`src/rtl/wb_uart_pkg.sv`:
```
// Shared definitions for the Wishbone UART receiver: FSM encoding, register map,
// status layout and parity modes.
package wb_uart_pkg;

    typedef enum logic [2:0] {
        ST_IDLE   = 3'd0,
        ST_START  = 3'd1,
        ST_DATA   = 3'd2,
        ST_PARITY = 3'd3,
        ST_STOP   = 3'd4,
        ST_BREAK  = 3'd5
    } rx_state_e;

    localparam logic ADR_DATA   = 1'b0;
    localparam logic ADR_STATUS = 1'b1;

    localparam int unsigned STAT_NE  = 0;
    localparam int unsigned STAT_PE  = 1;
    localparam int unsigned STAT_FE  = 2;
    localparam int unsigned STAT_OVR = 3;

    localparam int unsigned PAR_NONE = 0;
    localparam int unsigned PAR_ODD  = 1;
    localparam int unsigned PAR_EVEN = 2;

    typedef struct packed {
        logic [3:0] rsvd;
        logic       ovr;
        logic       fe;
        logic       pe;
        logic       ne;
    } status_t;

    function automatic logic maj3(input logic a, input logic b, input logic c);
        return (a & b) | (a & c) | (b & c);
    endfunction

endpackage

```
`src/rtl/wb_uart_fifo.sv`:
```
// Small synchronous FIFO; a pop frees the head slot in the same cycle, so a
// simultaneous push into a full FIFO is accepted.
module wb_uart_fifo #(
    parameter int unsigned WIDTH = 8,
    parameter int unsigned DEPTH = 4
) (
    input  logic             clk,
    input  logic             rst_n,
    input  logic             push,
    input  logic             pop,
    input  logic [WIDTH-1:0] wdata,
    output logic             full,
    output logic             empty,
    output logic [WIDTH-1:0] head
);

    localparam int unsigned AW = (DEPTH > 1) ? $clog2(DEPTH) : 1;
    localparam int unsigned PW = AW + 1;

    logic [PW-1:0]    wr_ptr_q;
    logic [PW-1:0]    rd_ptr_q;
    logic [WIDTH-1:0] mem_q [DEPTH];
    logic             do_push;
    logic             do_pop;

    assign empty   = (wr_ptr_q == rd_ptr_q);
    assign full    = (wr_ptr_q[AW] != rd_ptr_q[AW]) && (wr_ptr_q[AW-1:0] == rd_ptr_q[AW-1:0]);
    assign head    = mem_q[rd_ptr_q[AW-1:0]];
    assign do_pop  = pop & ~empty;
    assign do_push = push & (~full | do_pop);

    always_ff @(posedge clk or negedge rst_n) begin
        if (!rst_n) begin
            wr_ptr_q <= '0;
            rd_ptr_q <= '0;
        end else begin
            if (do_push) wr_ptr_q <= wr_ptr_q + PW'(1);
            if (do_pop)  rd_ptr_q <= rd_ptr_q + PW'(1);
        end
    end

    // Storage needs no reset: pointers define validity.
    always_ff @(posedge clk) begin
        if (do_push) mem_q[wr_ptr_q[AW-1:0]] <= wdata;
    end

endmodule

```
`src/rtl/wb_uart_rx_fifo.sv`:
```
// UART receiver with majority-vote sampling, parity/framing/break handling and a
// receive FIFO behind a two-register Wishbone slave (DATA, STATUS).
module wb_uart_rx_fifo
    import wb_uart_pkg::*;
#(
    parameter int unsigned TICKS_PER_BAUD = 16,
    parameter int unsigned DATA_BITS      = 8,
    parameter int unsigned PARITY         = 0,
    parameter int unsigned FIFO_DEPTH     = 4
) (
    input  logic       wb_clk_i,
    input  logic       wb_rst_ni,
    input  logic       wb_cyc_i,
    input  logic       wb_stb_i,
    input  logic       wb_we_i,
    input  logic       wb_adr_i,
    input  logic [7:0] wb_dat_i,
    output logic [7:0] wb_dat_o,
    output logic       wb_ack_o,
    input  logic       uart_rx,
    output logic       irq_o
);

    localparam int unsigned TW = 8;
    localparam int unsigned BW = 4;
    localparam logic [TW-1:0] TICK_LO   = TW'(TICKS_PER_BAUD / 2 - 1);
    localparam logic [TW-1:0] TICK_MID  = TW'(TICKS_PER_BAUD / 2);
    localparam logic [TW-1:0] TICK_HI   = TW'(TICKS_PER_BAUD / 2 + 1);
    localparam logic [TW-1:0] TICK_LAST = TW'(TICKS_PER_BAUD - 1);

    rx_state_e            state_q, state_d;
    logic                 rx_meta_q, rx_sync_q;
    logic [TW-1:0]        tick_q;
    logic [BW-1:0]        bit_cnt_q;
    logic [DATA_BITS-1:0] sr_q;
    logic                 s0_q, s1_q;
    logic                 par_err_q;
    logic                 pe_q, fe_q, ovr_q;

    logic vote_c, at_hi_c, at_last_c;
    logic push_c, pe_set_c, fe_set_c, shift_c, par_cap_c;
    logic req_c, rd_c, wr_c, pop_c, clr_c, ovr_set_c;
    logic fifo_full, fifo_empty;
    logic [7:0] fifo_head;
    status_t    status_c;
    logic [7:0] rd_data_c;
    logic       unused_dat;

    assign unused_dat = ^{wb_dat_i[7:4], wb_dat_i[0]};

    // Two-flop synchronizer, idle-high after reset.
    always_ff @(posedge wb_clk_i or negedge wb_rst_ni) begin
        if (!wb_rst_ni) begin
            rx_meta_q <= 1'b1;
            rx_sync_q <= 1'b1;
        end else begin
            rx_meta_q <= uart_rx;
            rx_sync_q <= rx_meta_q;
        end
    end

    assign vote_c    = maj3(s0_q, s1_q, rx_sync_q);
    assign at_hi_c   = (tick_q == TICK_HI);
    assign at_last_c = (tick_q == TICK_LAST);

    always_ff @(posedge wb_clk_i or negedge wb_rst_ni) begin
        if (!wb_rst_ni) state_q <= ST_IDLE;
        else            state_q <= state_d;
    end

    always_comb begin
        state_d = state_q;
        case (state_q)
            ST_IDLE:   if (!rx_sync_q) state_d = ST_START;
            ST_START: begin
                if (at_hi_c && vote_c) state_d = ST_IDLE;
                else if (at_last_c)    state_d = ST_DATA;
            end
            ST_DATA: begin
                if (at_last_c && bit_cnt_q == BW'(DATA_BITS - 1))
                    state_d = (PARITY != PAR_NONE) ? ST_PARITY : ST_STOP;
            end
            ST_PARITY: if (at_last_c) state_d = ST_STOP;
            ST_STOP:   if (at_hi_c) state_d = vote_c ? ST_IDLE : ST_BREAK;
            ST_BREAK:  if (rx_sync_q) state_d = ST_IDLE;
            default:   state_d = ST_IDLE;
        endcase
    end

    // Stop is judged at its majority point; no need to wait out the bit.
    always_comb begin
        push_c    = 1'b0;
        pe_set_c  = 1'b0;
        fe_set_c  = 1'b0;
        shift_c   = 1'b0;
        par_cap_c = 1'b0;
        case (state_q)
            ST_DATA:   shift_c   = at_hi_c;
            ST_PARITY: par_cap_c = at_hi_c;
            ST_STOP: begin
                if (at_hi_c) begin
                    if (!vote_c)        fe_set_c = 1'b1;
                    else if (par_err_q) pe_set_c = 1'b1;
                    else                push_c   = 1'b1;
                end
            end
            default: ;
        endcase
    end

    always_ff @(posedge wb_clk_i or negedge wb_rst_ni) begin
        if (!wb_rst_ni) begin
            tick_q    <= '0;
            bit_cnt_q <= '0;
            sr_q      <= '0;
            s0_q      <= 1'b1;
            s1_q      <= 1'b1;
            par_err_q <= 1'b0;
        end else begin
            if (state_d != state_q || at_last_c || state_q == ST_IDLE || state_q == ST_BREAK)
                tick_q <= '0;
            else
                tick_q <= tick_q + TW'(1);
            if (tick_q == TICK_LO)  s0_q <= rx_sync_q;
            if (tick_q == TICK_MID) s1_q <= rx_sync_q;
            if (state_q != ST_DATA) bit_cnt_q <= '0;
            else if (at_last_c)     bit_cnt_q <= bit_cnt_q + BW'(1);
            if (shift_c) sr_q <= {vote_c, sr_q[DATA_BITS-1:1]};
            if (state_q == ST_IDLE) par_err_q <= 1'b0;
            else if (par_cap_c)     par_err_q <= ((^sr_q) ^ vote_c) != (PARITY == PAR_ODD);
        end
    end

    wb_uart_fifo #(
        .WIDTH (8),
        .DEPTH (FIFO_DEPTH)
    ) u_fifo (
        .clk   (wb_clk_i),
        .rst_n (wb_rst_ni),
        .push  (push_c),
        .pop   (pop_c),
        .wdata (8'(sr_q)),
        .full  (fifo_full),
        .empty (fifo_empty),
        .head  (fifo_head)
    );

    assign req_c     = wb_cyc_i & wb_stb_i & ~wb_ack_o;
    assign rd_c      = req_c & ~wb_we_i;
    assign wr_c      = req_c & wb_we_i;
    assign pop_c     = rd_c & (wb_adr_i == ADR_DATA) & ~fifo_empty;
    assign clr_c     = wr_c & (wb_adr_i == ADR_STATUS);
    assign ovr_set_c = push_c & fifo_full & ~pop_c;

    always_comb begin
        status_c     = '0;
        status_c.ovr = ovr_q;
        status_c.fe  = fe_q;
        status_c.pe  = pe_q;
        status_c.ne  = ~fifo_empty;
        rd_data_c    = status_c;
        if (wb_adr_i == ADR_DATA) rd_data_c = fifo_empty ? 8'h00 : fifo_head;
    end

    // A flag being set wins over a simultaneous write-1-clear.
    always_ff @(posedge wb_clk_i or negedge wb_rst_ni) begin
        if (!wb_rst_ni) begin
            pe_q     <= 1'b0;
            fe_q     <= 1'b0;
            ovr_q    <= 1'b0;
            wb_ack_o <= 1'b0;
            wb_dat_o <= '0;
            irq_o    <= 1'b0;
        end else begin
            pe_q     <= pe_set_c  | (pe_q  & ~(clr_c & wb_dat_i[STAT_PE]));
            fe_q     <= fe_set_c  | (fe_q  & ~(clr_c & wb_dat_i[STAT_FE]));
            ovr_q    <= ovr_set_c | (ovr_q & ~(clr_c & wb_dat_i[STAT_OVR]));
            wb_ack_o <= req_c;
            wb_dat_o <= rd_c ? rd_data_c : 8'h00;
            irq_o    <= ~fifo_empty | pe_q | fe_q | ovr_q;
        end
    end

endmodule
```
`config.mk`:
```
export PLATFORM = sky130hd
export DESIGN_NAME = wb_uart_rx_fifo
export DESIGN_NICKNAME = d
export VERILOG_FILES = /design/src/rtl/wb_uart_pkg.sv /design/src/rtl/wb_uart_fifo.sv /design/src/rtl/wb_uart_rx_fifo.sv
export SDC_FILE = /design/constraint.sdc
export NUM_CORES = 1
export LEC_CHECK = 0
export BUFFER_PORTS_ARGS = -buffer_cell sky130_fd_sc_hd__clkbuf_2
export CELL_PAD_IN_SITES_DETAIL_PLACEMENT = 1
export CELL_PAD_IN_SITES_GLOBAL_PLACEMENT = 2
export CORE_MARGIN = 2
export CORE_UTILIZATION = 46
export DETAILED_ROUTE_END_ITERATION = 12
export GPL_ROUTABILITY_DRIVEN = 0
export GPL_TIMING_DRIVEN = 0
export PLACE_DENSITY_LB_ADDON = 0.2
export SLEW_MARGIN = 20
export SYNTH_ARGS = -nofsm -noshare
export SYNTH_HDL_FRONTEND = slang
export SYNTH_HIERARCHICAL = 1
export SYNTH_SLANG_ARGS = --single-unit
```
`constraint.sdc`:
```
create_clock -name wb_clk_i -period 9.5 [get_ports wb_clk_i]
set_input_delay 1.425 -clock wb_clk_i [delete_from_list [all_inputs] [get_ports wb_clk_i]]
set_output_delay 1.425 -clock wb_clk_i [all_outputs]
set_load 0.1 [all_outputs]
```
==> results of run 1 <==
-- critical path: stages (launching register included) --
cell	delay [ps]
dfrtp_1	450
xor2_1	620
or2_2	240
nor2_1	80
nor4_4	660
clkbuf_1	400
nor4_1	120
nor2_1	700
-- Yosys cell counts (all sizes together) (2+ instances only) --
cell type / n / share of area
nand2: 19 / 0.020
and3: 4 / 0.0070
inv: 11 / 0.012
nor2b: 3 / 0.0052
o31ai: 4 / 0.0084
xor2: 10 / 0.027
nor2: 20 / 0.023
edfxtp: 32 / 0.27
nor4: 5 / 0.015
a21oi: 3 / 0.0042
a22o: 3 / 0.0073
nand3: 5 / 0.0084
dfrtp: 43 / 0.30
nand4b: 2 / 0.0049
xnor2: 9 / 0.022
o211ai: 4 / 0.0084
buf: 5 / 0.0091
clkbuf: 4 / 0.0042
dfstp: 4 / 0.029
and3b: 2 / 0.0049
or3: 2 / 0.0035
mux4: 8 / 0.050
nand4: 2 / 0.0035
and2: 7 / 0.012
ha: 9 / 0.031
mux2: 12 / 0.039
nor3: 6 / 0.0098
nand3b: 2 / 0.0042
o311ai: 2 / 0.0049
-- final timing paths --
check                                     end  slack [ps]
setup / recovery           u_fifo/mem_q[3][3]        5860
hold / removal                      rx_sync_q         360
setup reg to reg           u_fifo/mem_q[3][3]        5860
hold reg to reg                     rx_sync_q         360
max in group asynchronous          state_q[1]        7910
min in group asynchronous         wb_dat_o[5]        1140
-- power groups by stage --
stage	Clock, W	Combinational (W)	Sequential (W)
after CTS	0.000282	0.000209	0.000408
after global routing	0.000296	0.000228	0.000412
after detailed placement	0	0.000208	0.000414
after floorplan	0	0.000146	0.000424
after global placement	0	0.000204	0.000414
final	0.000276	0.000205	0.000408
-- area by class of cell --
type,count,area share
flip-flops and latches,79,0.530
multi-input cells,162,0.337
clock buffers,10,0.0316
well taps,102,0.0316
repair buffers,19,0.0242
clock inverters,6,0.0232
plain buffers,9,0.0118
inverters,11,0.0102
-- registers in the layout (all words and copies together) (netlist names), 3 cells and up --
| signal | count |
|---|---|
| tick_q | 8 |
| u_fifo/mem_q | 32 |
| state_q | 3 |
| u_fifo/wr_ptr_q | 3 |
| sr_q | 8 |
| u_fifo/rd_ptr_q | 3 |
| bit_cnt_q | 4 |
| wb_dat_o | 8 |
-- cell families after synthesis --
logic type	count (synthesis)	share of synthesized area
AO/OA/AOI/OAI	28	0.0677
XOR/XNOR	20	0.0548
multiplexers	20	0.0890
flip-flops	79	0.598
AND/OR/NAND/NOR	84	0.132
adder cells (fa/ha/maj)	10	0.0342
buffers and inverters	20	0.0248
-- routing by layer --
layer	GRT usage	vias up	wire, um
met3	0.0271	6	139
met2	0.322	24	3590
li1	-	1012	-
met5	0	-	0
met1	0.227	1043	3140
met4	0.0672	0	70
-- stage by stage --
step                      hold slack (ps)  utilization  total power [W]  worst slack, ps  instance area, sq um
final                                 362        0.528         0.000889             5860                  4040
after global routing                  365        0.528         0.000936             5590                  4040
after detailed placement              351        0.498         0.000622             5360                  3810
after global placement                346        0.498         0.000618             5410                  3810
after floorplan                       345            -         0.000570             6240                  3580
after CTS                             363        0.527         0.000899             5530                  4030
==> flow_summary_export.csv, run 1 <==
group,metric,value,unit
run_status,status,"finished clean",
power,switchingPower,0.000271,W
drt,wl_per_cell,17.4,um
global_route,grt_first_pass_wirelength,11.8,mm
floorplanning,start_util,0.469,
cts,clk_latency,340,ps
power,p_leak,1.68,nW
sta,slew_headroom,0.422,
critical_path,end_kind,"flip-flop",
power,combPwrFrac,0.231,
min_path,hold_class,"flip-flop to flip-flop",
synth,ys_async_sr_fraction,0.595,
layout,seq_area,2140,sq um
synth,syn_avg_cell_area,13.7,sq um
cts,clk_pin_slew,90,ps
floorplanning,core-area,7650,sq um
job,maxCapViolCount,0,
power,switching_share,0.305,
synth,synth_edf_count,32,
drt,ant_nets,0,
synth,ys_ff_latch,79,
cts,cts_sinks,79,
power,peakVddDrop,0.149,mV
sta,setup_viol,0,
cts,root_buffer,"clkbuf_8",
placement,placed_cells,382,
cts,postCtsHoldBufs,0,
sta,setup-tns-final,0,ps
cts,cts_tree,"yes",
power,p_per_area,220,nW/um^2
sta,drv_slew,0,
floorplanning,die_w,92.3,um
floorplanning,io_pins,25,
synth,syn_nets,285,
synth,yosysUniqueCellTypes,57,
power,power.share.clock,0.310,
layout,area_growth,12.7,%
floorplanning,chipHeight,92.3,um
sta,fin_skew,11.7,ps
critical_path,worstReg2RegStart,"u_fifo/wr_ptr_q[0]",
critical_path,cp-start-kind,"flip-flop",
power,seqPwrFrac,0.459,
drt,drtIter0Drc,53,
synth,ys_warn_count,6,
placement,port_buffers,19,
floorplanning,die-area,8510,sq um
critical_path,crit_type,"flip-flop to flip-flop",
sta,worst_slew_pin_slew,864,ps
min_path,worst_hold_path.num_cells,0,
synth,syn_area,3580,sq um
sta,period_share,0.383,
layout,nNetsFinal,315,
layout,multi_input_area,1360,sq um
sta,rsz0062_at_grt,"no",
layout,drive_gt1_frac,0.250,
global_route,grt-ovfl-total,0,
cts,h-tree-depth,3,
global_route,grt_pass1_vias,2323,
power,p_int,0.000618,W
sta,max_freq,275,MHz
drt,drt-total-wl,6.93,mm
cts,cts_made_buffers,9,
global_route,grt_antenna_before_repair,0,
global_route,grt_max_degree,48,
min_path,min_from,"rx_meta_q",
synth,synth_flop_cell,"dfrtp_1",
layout,mostFrequentLayoutCell,"dfrtp_1",
layout,layoutNonFillerInstCount,398,
sta,hold_violations,0,
drt,firstDrtPassIters,4,
drt,vias,2085,
sta,period_minus_slack,3640,ps
critical_path,r2r_cells,7,
critical_path,cp.arrival,3610,ps
cts,post_cts_resized,0,
critical_path,critPathMaxFanout,10,
layout,nFillCells,772,
layout,num_antenna_cells,0,
drt,viasPerCell,5.24,
layout,mostFrequentLayoutCells,"dfrtp_1, edfxtp_1, nand2_1, nor2_1, clkbuf_2",
synth,syn_inst,261,
critical_path,critPathRequiredTime,9470,ps
cts,cts_max_path_buffers,2,
drt,route.detailed.drc,0,
synth,seq_area_frac_synth,0.598,
floorplanning,placementRows,32,
critical_path,crit_start,"u_fifo/wr_ptr_q[0]",
global_route,grt_usage,0.182,
placement,dp_hpwl,4.89,mm
cts,postCtsSetupBuffers,0,
(Power assumes the default switching activity.)
==> inputs of run 2 (changes only) <==
Settings changed: CORE_UTILIZATION 46 to 42.
Clock period 9.5 ns to 3.5 ns, I/O delays scaled along.
==> run 2 against run 1 <==
Die area rose by 9.1%. Setup slack got worse by 5500 ps. Via count rose by 2.7%. Clock power rose by 140%. Sequential share of layout area barely moved. Routed wire length rose by 0.76%. Fmax rose by 18%. First-iteration DRC count rose by 32%. Highest routed layer unchanged.
==> flow_summary_export.csv, run 2 (same netlist as run 1, synthesis figures left out) <==
group,metric,value,unit
cts,clk_pin_slew,100,ps
global_route,grt_pass1_vias,2195,
cts,cts_max_path_buffers,2,
layout,final_core_util,0.489,
critical_path,cp.arrival,3090,ps
drt,ant_nets,0,
run_status,status,"finished clean",
sta,rsz0062_at_grt,"no",
sta,worst_slack,408,ps
layout,nFillCells,868,
floorplanning,io_pins,25,
layout,multi_input_area,1370,sq um
drt,viasPerCell,5.30,
power,p_leak,1.68,nW
layout,mostFrequentLayoutCell,"dfrtp_1",
sta,hold_ws,203,ps
floorplanning,die-area,9290,sq um
layout,seq_area,2140,sq um
power,peakVddDrop,0.203,mV
global_route,grt_max_degree,48,
global_route,grt_first_pass_wirelength,11.6,mm
floorplanning,chipHeight,96.4,um
placement,dp_hpwl,4.83,mm
placement,port_buffers,19,
layout,mostFrequentLayoutCells,"dfrtp_1, edfxtp_1, nand2_1",
sta,drv_slew,0,
critical_path,crit_type,"flip-flop to flip-flop",
critical_path,critPathBufInv,4,
floorplanning,placementRows,33,
drt,firstDrtPassIters,5,
min_path,hold_class,"primary input to asynchronous set/reset pin",
sta,max_freq,323,MHz
drt,wl_per_cell,17.3,um
layout,largest_register_ffs,32,
power,p_per_area,577,nW/um^2
critical_path,end_kind,"flip-flop",
cts,cts_sinks,79,
drt,vias,2141,
sta,setup_viol,0,
sta,worst_slew_pin_slew,820,ps
placement,placed_cells,385,
cts,cts_tree,"yes",
drt,drtIter0Drc,70,
layout,layoutNonFillerInstCount,404,
sta,slew_headroom,0.451,
floorplanning,start_util,0.434,
layout,num_antenna_cells,0,
sta,period_minus_slack,3090,ps
cts,postCtsHoldBufs,0,
critical_path,cp_cell_sequence,"buf_4 > xor2_2 > buf_2 > or2_2 > nor2_1 > nor4_4 > buf_4 > clkbuf_1 > nor4_1 > nor2_2",
drt,drt-total-wl,6.99,mm
drt,route.detailed.drc,0,
layout,drive_gt1_frac,0.268,
critical_path,r2r_slack,410,ps
floorplanning,die_w,96.4,um
critical_path,worst_path_largest_cell_delay,470,ps
cts,h-tree-depth,3,
global_route,grt_antenna_before_repair,0,
critical_path,cp-start-kind,"flip-flop",
critical_path,crit_family,"simple AND/OR/NAND/NOR gates",
sta,fin_skew,14.0,ps
critical_path,cp_common_cell,"buf_4",
floorplanning,core-area,8260,sq um
sta,hold_violations,0,
cts,cts_made_buffers,9,
critical_path,critPathRequiredTime,3490,ps
critical_path,critPathMaxFanout,10,
cts,clk_latency,360,ps
global_route,grt-ovfl-total,0,
cts,root_buffer,"clkbuf_8",
layout,area_growth,12.7,%
critical_path,cp_slowest_cell,"nor2_2",
placement,place_ws,-408,ps
sta,period_share,0.883,
global_route,grt_usage,0.169,
job,maxCapViolCount,0,
layout,nNetsFinal,318,
power,p_total,0.00233,W
run 2: cell types whose count changed in the layout (fill, tap and decap cells not counted), sizes merged:
cell | before | now
clkbuf | 33 | 32
bufinv | 2 | 0
inv | 13 | 16
buf | 5 | 8
run 2: area by class of cell:
class / instances / area share
buffer: 9 / 0.0118
clock buffer: 9 / 0.0307
clock inverter: 7 / 0.0155
inverter: 11 / 0.0102
multi-input combinational: 162 / 0.339
sequential: 79 / 0.530
tap: 105 / 0.0325
timing repair buffer: 22 / 0.0297
run 2: path summary, 6_finish.rpt:
kind | from | to | cells after the start
max reg2reg | u_fifo/rd_ptr_q[1] | u_fifo/mem_q[3][4] | 10
min | wb_rst_ni | u_fifo/rd_ptr_q[2] | 1
min in group wb_clk_i | uart_rx | rx_meta_q | 1
max | u_fifo/rd_ptr_q[1] | u_fifo/mem_q[3][4] | 10
min reg2reg | rx_meta_q | rx_sync_q | 0
max in group asynchronous | wb_rst_ni | sr_q[6] | 1
run 2: timing repair:
item | 4_1_cts | 5_1_grt
buffers inserted | 0 | 3
setup endpoints to repair | 32 | 16
pin swaps | 0 | 1
gates resized for setup | 2 | 1
run 2: layer usage:
metal	wire, um	part of all wire	global-route usage
met1	3470	0.50	0.247
met5	0	0	0
met3	236	0.034	0.0396
met2	3200	0.46	0.254
met4	80	0.011	0.0458
run 2: stage by stage:
step / setup TNS (ps) / cell area [sq um]
4_1_cts: 0 / 4010
3_5_place_dp: -5280 / 3810
3_3_place_gp: -3550 / 3810
6_report: 0 / 4040
5_1_grt: 0 / 4040
2_1_floorplan: 0 / 3580
run 2: worst reg2reg max path: cells and delay by family (launching register included):
kind          cells  cell delay [ps]
xor+xnor          1              250
buf+inv           4             1020
flops             1              400
simple gates      5             1060
run 2: where the power goes:
part           total [W]  leakage [nW]  switching (W)  internal [W]
clock network   0.000660        0.0931       0.000386      0.000274
registers        0.00111         0.939      0.0000712       0.00104
logic           0.000564         0.652       0.000331      0.000233
==> inputs of run 3 (changes only) <==
Settings changed: ABC_AREA from default to 1, CORE_UTILIZATION 42 to 39, TNS_END_PERCENT from default to 100.
Clock period 3.5 ns to 3.15 ns, I/O delays scaled along.
==> run 3 against run 2 <==
Flip-flop and latch count stayed put. Clock-buffer cell count did not move. Total power down 7.5%. Largest power group unchanged. Highest routed layer unchanged.
==> flow_summary_export.csv, run 3 <==
group,metric,value,unit
drt,firstDrtPassIters,4,
global_route,grt_max_degree,48,
cts,cts_made_buffers,9,
synth,yosysUniqueCellTypes,36,
power,peakVddDrop,0.244,mV
floorplanning,die-area,10100,sq um
drt,route.detailed.drc,0,
drt,drt-total-wl,7.90,mm
synth,synth_top_cell_by_area,"dfrtp_1",
floorplanning,io_pins,25,
drt,wl_per_cell,15.8,um
drt,vias,2560,
critical_path,r2r_cells,12,
layout,mostFrequentLayoutCells,"nand2_1, dfrtp_1, inv_1, nor2_1, edfxtp_1",
synth,ys_async_sr_fraction,0.595,
critical_path,setup.worst_path.end,"u_fifo/mem_q[2][0]",
synth,syn_nets,380,
run_status,status,"finished clean",
synth,synth_edf_count,32,
drt,wl_met3,100,um
floorplanning,die_w,100,um
sta,period_minus_slack,2790,ps
global_route,grt_first_pass_wirelength,13.4,mm
power,p_total,0.00216,W
sta,period_share,0.884,
power,p_leak,1.90,nW
layout,num_antenna_cells,0,
sta,setup_viol,0,
synth,seq_area_frac_synth,0.592,
layout,nFillCells,1044,
drt,dr_wl_met2,3.90,mm
synth,synthTopCellsByCount,"nand2_1, dfrtp_1, nor2_1",
drt,met1_length,3.76,mm
drt,ant_nets,0,
layout,final_core_util,0.445,
sta,drv_slew,0,
cts,postCtsHoldBufs,0,
layout,largest_register_ffs,32,
critical_path,critPathRequiredTime,3150,ps
layout,nNetsFinal,409,
cts,clk_latency,360,ps
floorplanning,start_util,0.397,
critical_path,cp-start-kind,"flip-flop",
critical_path,crit_start,"u_fifo/rd_ptr_q[1]",
sta,max_freq,359,MHz
drt,drtIter0Drc,86,
sta,rsz0062_at_grt,"no",
synth,synthTopCellsByArea,"dfrtp_1, edfxtp_1, nand2_1",
cts,root_buffer,"clkbuf_8",
synth,syn_area,3620,sq um
synth,syn_avg_cell_area,10.2,sq um
cts,cts_sinks,79,
job,maxCapViolCount,0,
critical_path,cp.arrival,2790,ps
cts,cts_max_path_buffers,2,
synth,syn_inst,356,
critical_path,timing.rr.end,"u_fifo/mem_q[2][0]",
floorplanning,core-area,9110,sq um
cts,clk_pin_slew,100,ps
critical_path,critPathMaxFanout,10,
floorplanning,chipHeight,100,um
placement,port_buffers,18,
sta,slew_headroom,0.532,
synth,synth_top_cell_area_share,0.297,
placement,dp_hpwl,5.44,mm
global_route,grt-ovfl-total,0,
synth,ys_ff_latch,79,
synth,synth_flop_cell,"dfrtp_1",
sta,hold_violations,0,
global_route,grt_antenna_before_repair,0,
drt,highest_layer,"met4",
layout,drive_gt1_frac,0.172,
global_route,grt_usage,0.175,
critical_path,crit_type,"flip-flop to flip-flop",
sta,fin_skew,9.19,ps
min_path,hold_class,"primary input to asynchronous set/reset pin",
critical_path,end_kind,"flip-flop",
floorplanning,placementRows,35,
global_route,grt_pass1_vias,2692,
synth,ys_warn_count,6,
layout,mostFrequentLayoutCell,"nand2_1",
power,p_per_area,533,nW/um^2
critical_path,worstReg2RegStart,"u_fifo/rd_ptr_q[1]",
synth,synth.most_common_cell,"nand2_1",
drt,viasPerCell,5.11,
layout,area_growth,11.9,%
cts,cts_tree,"yes",
critical_path,r2r_slack,360,ps
sta,worst_slew_pin_slew,702,ps
cts,h-tree-depth,3,
==> run 3: cells by family (layout without fill, tap and decap cells) <==
logic type | Yosys count | in the layout | synth area share
AND/OR/NAND/NOR | 152 | 152 | 0.198
adder cells (fa/ha/maj) | 9 | 9 | 0.0311
flip-flops | 79 | 79 | 0.592
multiplexers | 1 | 1 | 0.00311
buffers and inverters | 49 | 83 | 0.0571
AO/OA/AOI/OAI | 51 | 51 | 0.0806
XOR/XNOR | 15 | 15 | 0.0384
==> run 3: area by class of cell <==
class | instances | area (sq um) | share of cell area
multi-input cells | 228 | 1280 | 0.315
plain buffers | 7 | 48.8 | 0.0120
clock buffers | 9 | 124 | 0.0306
clock inverters | 7 | 68.8 | 0.0170
repair buffers | 18 | 92.6 | 0.0229
well taps | 111 | 139 | 0.0343
inverters | 42 | 158 | 0.0389
flip-flops and latches | 79 | 2140 | 0.529
==> run 3: worst max-delay path, cell delays in order (launching register included) <==
cell	delay [ps]
dfrtp_1	420
buf_4	190
nand2_1	80
nand2_2	90
nand3_2	140
inv_1	90
nor2_1	90
nand2_1	200
inv_1	330
inv_1	120
nand4_4	150
nand2_4	100
nor2_2	430
==> run 3: worst min-delay path by stage <==
stage,endpoint,slack (ps),depth (start not counted)
after floorplan,bit_cnt_q[0],180,0
after global placement,rx_sync_q,350,0
after detailed placement,rx_sync_q,350,0
after CTS,rx_meta_q,180,1
after global routing,rx_meta_q,170,1
final,wb_dat_o[5],180,1
==> run 3: per-layer routing <==
layer,global-route usage,up-vias
met5,0,-
met4,0.0727,0
met3,0.0251,10
met2,0.293,14
met1,0.228,1274
li1,-,1262
==> run 3: report_power, final <==
part           total (W)  internal (W)  switching [W]
logic           0.000275     0.0000795       0.000195
registers        0.00113       0.00110      0.0000348
clock network   0.000751      0.000314       0.000437
total            0.00216       0.00149       0.000667
==> run 3: per-stage QoR <==
stage               setup slack (ps)  TNS [ps]  hold WS, ps  cells  instance area (sq um)
floorplan                        506         0          177    356                   3620
global placement               -31.0      -245          346    485                   3850
detailed placement             -55.6      -680          349    485                   3850
finish                           365         0          181    501                   4050
CTS                             51.3         0          175    501                   4040
global route                     108         0          173    501                   4050
==> run 3: what timing repair did <==
action	4_1_cts	5_1_grt
buffers inserted	0	0
setup endpoints to repair	0	24
gates resized for setup	0	3
